--- config.mk ---
export PLATFORM = sky130hd
export DESIGN_NAME = irda_mode_sequencer_flat
export DESIGN_NICKNAME = d
export VERILOG_FILES = /design/src/rtl/irda_mode_sequencer_if.sv /design/src/rtl/irda_mode_sequencer.sv /design/src/flat_wrapper.sv
export SDC_FILE = /design/constraint.sdc
export NUM_CORES = 1
export LEC_CHECK = 0
export ABC_AREA = 1
export CAP_MARGIN = 5
export CELL_PAD_IN_SITES_DETAIL_PLACEMENT = 2
export CELL_PAD_IN_SITES_GLOBAL_PLACEMENT = 2
export CORE_ASPECT_RATIO = 1.5
export CORE_MARGIN = 2
export CORE_UTILIZATION = 33
export DETAILED_ROUTE_END_ITERATION = 10
export GPL_ROUTABILITY_DRIVEN = 0
export PLACE_DENSITY_LB_ADDON = 0.08
export SETUP_SLACK_MARGIN = 0.02
export SLEW_MARGIN = 20
export SYNTH_ARGS = -nofsm -noshare
export SYNTH_HDL_FRONTEND = slang
export SYNTH_SLANG_ARGS = --single-unit
export TNS_END_PERCENT = 100
--- constraint.sdc ---
create_clock -name clk -period 4 [get_ports clk]
set_input_delay 0.8 -clock clk [delete_from_list [all_inputs] [get_ports clk]]
set_output_delay 0.8 -clock clk [all_outputs]
set_load 0.02 [all_outputs]
--- src/rtl/irda_mode_sequencer_if.sv ---
// rtl/irda_mode_sequencer_if.sv - request, busy and applied-config signals between register, sequencer and datapaths
interface irda_mode_sequencer_if;
  logic       req_tx_select;
  logic [1:0] req_speed;
  logic       req_loopback;
  logic       tx_busy;
  logic       rx_busy;
  logic       cur_tx_select;
  logic [1:0] cur_speed;
  logic       cur_loopback;
  logic       tx_enable;
  logic       rx_enable;
  logic       mode_busy;
  logic       change_done;
  logic       drain_abort;

  modport master (
    output req_tx_select, req_speed, req_loopback, tx_busy, rx_busy,
    input  cur_tx_select, cur_speed, cur_loopback, tx_enable, rx_enable,
           mode_busy, change_done, drain_abort
  );

  modport slave (
    input  req_tx_select, req_speed, req_loopback, tx_busy, rx_busy,
    output cur_tx_select, cur_speed, cur_loopback, tx_enable, rx_enable,
           mode_busy, change_done, drain_abort
  );
endinterface

--- src/rtl/irda_mode_sequencer.sv ---
// rtl/irda_mode_sequencer.sv - drains, quiets and atomically applies IrDA link configuration changes
module irda_mode_sequencer #(
  parameter int TURNAROUND_CYCLES = 16,
  parameter int DRAIN_TIMEOUT     = 1024,
  parameter int CNT_W             = 11
) (
  input logic                  clk,
  input logic                  wb_rst_n,
  irda_mode_sequencer_if.slave bus
);

  localparam logic [1:0] ST_ACTIVE = 2'd0;
  localparam logic [1:0] ST_DRAIN  = 2'd1;
  localparam logic [1:0] ST_QUIET  = 2'd2;
  localparam logic [1:0] ST_APPLY  = 2'd3;

  localparam logic [CNT_W-1:0] QUIET_LOAD = CNT_W'(TURNAROUND_CYCLES - 1);
  localparam logic [CNT_W-1:0] DRAIN_LAST = CNT_W'(DRAIN_TIMEOUT - 1);

  logic [1:0]       state;
  logic [CNT_W-1:0] cnt;
  logic             cur_tx_select;
  logic [1:0]       cur_speed;
  logic             cur_loopback;
  logic             tx_enable;
  logic             rx_enable;
  logic             mode_busy;
  logic             change_done;
  logic             drain_abort;

  logic [3:0] req_cfg;
  logic [3:0] cur_cfg;
  logic       mismatch;
  logic       monitored_busy;

  assign req_cfg  = {bus.req_tx_select, bus.req_speed, bus.req_loopback};
  assign cur_cfg  = {cur_tx_select, cur_speed, cur_loopback};
  assign mismatch = (req_cfg != cur_cfg);

  // Only the direction currently carrying traffic can hold off the change.
  assign monitored_busy = cur_tx_select ? bus.tx_busy : bus.rx_busy;

  always_ff @(posedge clk or negedge wb_rst_n) begin
    if (!wb_rst_n) begin
      state         <= ST_ACTIVE;
      cnt           <= '0;
      cur_tx_select <= 1'b0;
      cur_speed     <= 2'b00;
      cur_loopback  <= 1'b0;
      tx_enable     <= 1'b0;
      rx_enable     <= 1'b1;
      mode_busy     <= 1'b0;
      change_done   <= 1'b0;
      drain_abort   <= 1'b0;
    end else begin
      change_done <= 1'b0;
      drain_abort <= 1'b0;
      case (state)
        ST_ACTIVE: begin
          if (mismatch) begin
            state     <= ST_DRAIN;
            mode_busy <= 1'b1;
            cnt       <= '0;
          end
        end
        ST_DRAIN: begin
          if (!monitored_busy || cnt == DRAIN_LAST) begin
            state       <= ST_QUIET;
            tx_enable   <= 1'b0;
            rx_enable   <= 1'b0;
            cnt         <= QUIET_LOAD;
            drain_abort <= monitored_busy;
          end else begin
            cnt <= cnt + 1'b1;
          end
        end
        ST_QUIET: begin
          if (cnt == '0) begin
            state <= ST_APPLY;
          end else begin
            cnt <= cnt - 1'b1;
          end
        end
        default: begin
          // The request is sampled here, so late edits during the gap win.
          cur_tx_select <= bus.req_tx_select;
          cur_speed     <= bus.req_speed;
          cur_loopback  <= bus.req_loopback;
          tx_enable     <= bus.req_tx_select;
          rx_enable     <= ~bus.req_tx_select | bus.req_loopback;
          mode_busy     <= 1'b0;
          change_done   <= 1'b1;
          state         <= ST_ACTIVE;
        end
      endcase
    end
  end

  assign bus.cur_tx_select = cur_tx_select;
  assign bus.cur_speed     = cur_speed;
  assign bus.cur_loopback  = cur_loopback;
  assign bus.tx_enable     = tx_enable;
  assign bus.rx_enable     = rx_enable;
  assign bus.mode_busy     = mode_busy;
  assign bus.change_done   = change_done;
  assign bus.drain_abort   = drain_abort;

endmodule

--- src/flat_wrapper.sv ---
// flat-port wrapper written by rule: the top's interface ports become plain ports
module irda_mode_sequencer_flat 
#(
  parameter int TURNAROUND_CYCLES = 16,
  parameter int DRAIN_TIMEOUT     = 1024,
  parameter int CNT_W             = 11
)
  (clk, wb_rst_n, bus_req_tx_select, bus_req_speed, bus_req_loopback, bus_tx_busy, bus_rx_busy, bus_cur_tx_select, bus_cur_speed, bus_cur_loopback, bus_tx_enable, bus_rx_enable, bus_mode_busy, bus_change_done, bus_drain_abort);
  irda_mode_sequencer_if bus_i ();
  input logic clk;
  input logic wb_rst_n;
  input wire logic [$bits(bus_i.req_tx_select)-1:0] bus_req_tx_select;
  input wire logic [$bits(bus_i.req_speed)-1:0] bus_req_speed;
  input wire logic [$bits(bus_i.req_loopback)-1:0] bus_req_loopback;
  input wire logic [$bits(bus_i.tx_busy)-1:0] bus_tx_busy;
  input wire logic [$bits(bus_i.rx_busy)-1:0] bus_rx_busy;
  output wire logic [$bits(bus_i.cur_tx_select)-1:0] bus_cur_tx_select;
  output wire logic [$bits(bus_i.cur_speed)-1:0] bus_cur_speed;
  output wire logic [$bits(bus_i.cur_loopback)-1:0] bus_cur_loopback;
  output wire logic [$bits(bus_i.tx_enable)-1:0] bus_tx_enable;
  output wire logic [$bits(bus_i.rx_enable)-1:0] bus_rx_enable;
  output wire logic [$bits(bus_i.mode_busy)-1:0] bus_mode_busy;
  output wire logic [$bits(bus_i.change_done)-1:0] bus_change_done;
  output wire logic [$bits(bus_i.drain_abort)-1:0] bus_drain_abort;
  assign bus_i.req_tx_select = bus_req_tx_select;
  assign bus_i.req_speed = bus_req_speed;
  assign bus_i.req_loopback = bus_req_loopback;
  assign bus_i.tx_busy = bus_tx_busy;
  assign bus_i.rx_busy = bus_rx_busy;
  assign bus_cur_tx_select = bus_i.cur_tx_select;
  assign bus_cur_speed = bus_i.cur_speed;
  assign bus_cur_loopback = bus_i.cur_loopback;
  assign bus_tx_enable = bus_i.tx_enable;
  assign bus_rx_enable = bus_i.rx_enable;
  assign bus_mode_busy = bus_i.mode_busy;
  assign bus_change_done = bus_i.change_done;
  assign bus_drain_abort = bus_i.drain_abort;
  irda_mode_sequencer #(.TURNAROUND_CYCLES(TURNAROUND_CYCLES), .DRAIN_TIMEOUT(DRAIN_TIMEOUT), .CNT_W(CNT_W)) u_core (.clk(clk), .wb_rst_n(wb_rst_n), .bus(bus_i));
endmodule
==> impl_metrics.toml <==
[power_and_ir_drop]
swShare_pct = 49.4
intPower_w = 0.000721
leakage_nw = 0.992
pwr-share-clk_pct = 14.8
comb_power_share_pct = 58.5
power_w = 0.00142
powerDensity_nw_per_um2 = 749
peakVddDrop_uv = 365
p_switching_w = 0.000704
pwr-share-seq_pct = 26.7

[critical_path]
cpMaxStageDelayCell = "ha_1"
cp-start-kind = "register"
max_stage_delay_ps = 550
crit_fanout = 14
cp_common_cell = "nand2_1"
worstPathArrival_ps = 2560
crit_chain = "inv_1 > ha_1 > nor2_1 > nand2_1 > nand3_2 > nor2_2 > nand2_1 > nand2_1"
crit_type = "reg2reg"
critPathRequiredTime_ps = 4210
end_kind = "register"

[floorplan]
die_w_microns = 61.8
die-height_microns = 90.7
core_sq_um = 4810
rows = 31
die_area_sq_um = 5600
start_util_pct = 34.4
num_io_pins = 17

[detailed_routing]
drc = 0
finalWirelength_mm = 5.10
wl_per_cell_microns = 15.4
ant_nets = 0
viasPerCell = 4.92
dr.first_iter.drc_count = 58
dr.pass1.iters = 4
via_count = 1629

[logic_synthesis]
netlist_area_sq_um = 1650
synth_cell_types = 27
ys_warn_count = 0
syn_avg_cell_area_sq_um = 6.53
synthArstFlopShare_pct = 100
synth_area_leaders = "dfrtp_1 (32%), nand2_1 (23%), nand3_1 (7.3%)"
ys_seq_elements = 22
synthFlopType = "dfrtp_1"
yosysSeqAreaShare_pct = 33.4
synthCells = 253
synth_top_area_share_pct = 31.8
synth_top_area_cell = "dfrtp_1"
synth_nets = 268
synth_edf_count = 0

[clock_tree]
clk_latency_ps = 270
cts_root_buffer = "clkbuf_8"
cts_buffer_depth = 2
htree_levels = 1
clk_pin_slew_ps = 90
numCtsBuffers = 3
cts_setup_buffers = 0
clock-sinks = 22
cts_tree = "built"
postCtsHoldBufs = 0
cts_resized = 0

[timing]
worst_pin_slew_ps = 610
slew_viol_final = 0
setup_viol = 0
slew_headroom_pct = 59.4
setup_ws_ps = 1650
min_period_over_period_pct = 58.8
final.setup_skew_ps = 7.64
rsz0062_at_grt = "no"
min_period_ps = 2350
finalHoldViolations = 0
finalSetupTns_ps = 0
clock.fmax_mhz = 425

[grt]
grt_pass1_wl_mm = 8.71
grt-ovfl-total = 0
grtUsageTotal_pct = 20.8
grt_pass1_vias = 1816
grt_max_degree = 23
antenna_found_initial = 0

[placed_design]
portBuffers = 16
dpl_worst_slack_ps = 1380
hpwl_mm = 4.08
dp.cells = 327

[final_layout]
layout.nets = 281
syn_to_final_growth_pct = 15.1
nFillCells = 625
diodes = 0
layout-drive-gt1-share_pct = 7.92
final_core_util_pct = 39.6
final_cells = 331

[outcome]
status = "completed"

[flow_run]
max-cap-violations = 0

[hold_path]
hold_path.class = "in2async"
-- flip-flops by register name (all words and copies together) (netlist names) --
register,count
u_core.cnt,11
u_core.bus.cur_tx_select,1
u_core.bus.rx_enable,1
u_core.bus.mode_busy,1
u_core.bus.cur_speed,2
u_core.bus.cur_loopback,1
u_core.bus.change_done,1
u_core.state,2
u_core.bus.drain_abort,1
u_core.bus.tx_enable,1
-- worst paths after layout --
kind                                 startpoint              endpoint  slack (ps)  cells past startpoint
setup / recovery                u_core.state[0]         u_core.cnt[2]        1650                      8
hold / removal                         wb_rst_n         u_core.cnt[0]         510                      1
setup reg to reg                u_core.state[0]         u_core.cnt[2]        1650                      8
hold reg to reg            u_core.bus.tx_enable  u_core.bus.tx_enable         510                      2
max in group asynchronous              wb_rst_n  u_core.bus.rx_enable        3130                      1
min in group clk           u_core.bus.tx_enable  u_core.bus.tx_enable         510                      2
-- synthesized netlist by cell type (3+ instances only) --
master   instances
xor2_1           3
nand3_2          3
nand2_1        100
buf_6            3
nor2_2           5
a21oi_1          3
nand3_1         24
nand2_2          3
inv_1           29
dfrtp_1         21
o21ai_0         14
ha_1             7
nor2_1          19
-- placed cells by master, fill, tap and decap left out, types with 2 or more instances in the layout --
master / count
dfrtp_1: 21
nor2_1: 19
nor3_1: 2
nor2_2: 5
xor2_1: 3
nand3_1: 24
o21ai_1: 2
ha_1: 7
clkbuf_8: 3
nand2_2: 3
clkdlybuf4s50_1: 15
o21ai_0: 14
nand2_1: 100
inv_1: 29
a21oi_1: 3
or2_2: 2
nand3_2: 3
-- critical path, delay by kind of cell, from the launching register on --
kind | cells | cell delay (ps)
AND/OR/NAND/NOR | 6 | 1210
adder cells (fa/ha/maj) | 1 | 550
flip-flops | 1 | 420
buffers and inverters | 1 | 90
-- stage by stage --
stage | hold slack [ps] | cell area [sq um]
3_5_place_dp | 490 | 1840
6_report | 505 | 1900
5_1_grt | 544 | 1900
4_1_cts | 516 | 1910
3_3_place_gp | 481 | 1840
2_1_floorplan | 497 | 1650
-- routing by layer --
| layer | vias to the layer above | share of wire, % | global-route usage (%) | routed length (microns) |
|---|---|---|---|---|
| met4 | 0 | 0.94 | 4.26 | 48 |
| met1 | 799 | 41 | 24.3 | 2090 |
| met2 | 17 | 56 | 39.0 | 2880 |
| met5 | - | 0 | 0 | 0 |
| met3 | 4 | 1.6 | 1.43 | 81 |
| li1 | 809 | - | - | - |
-- power by group through the flow --
stage          clock [W]  sequential (W)  combinational, W
3_5_place_dp           0        0.000385          0.000852
6_report        0.000211        0.000380          0.000833
5_1_grt         0.000221        0.000393          0.000954
2_1_floorplan          0        0.000402          0.000585
4_1_cts         0.000216        0.000382          0.000859
3_3_place_gp           0        0.000383          0.000826
-- layout make-up --
| class | instances | area (sq um) | share of cell area [%] |
|---|---|---|---|
| inverter | 30 | 113 | 5.92 |
| sequential | 22 | 552 | 29.0 |
| clock buffer | 3 | 41.3 | 2.17 |
| timing repair buffer | 16 | 155 | 8.15 |
| tap | 66 | 82.6 | 4.34 |
| multi-input combinational | 193 | 930 | 48.8 |
| clock inverter | 1 | 30.0 | 1.58 |
-- cell families (layout without fill, tap and decap cells) --
logic type	after synthesis	after routing	synth area share, %
and+or+nand+nor	161	161	42.0
buffers and inverters	38	50	10.4
DFF	22	22	33.4
AOI/OAI and AO/OA	20	20	6.21
adders and majority gates	7	7	5.30
xor gates and xnor gates	4	4	2.12
muxes	1	1	0.606
(Power assumes the default switching activity.)
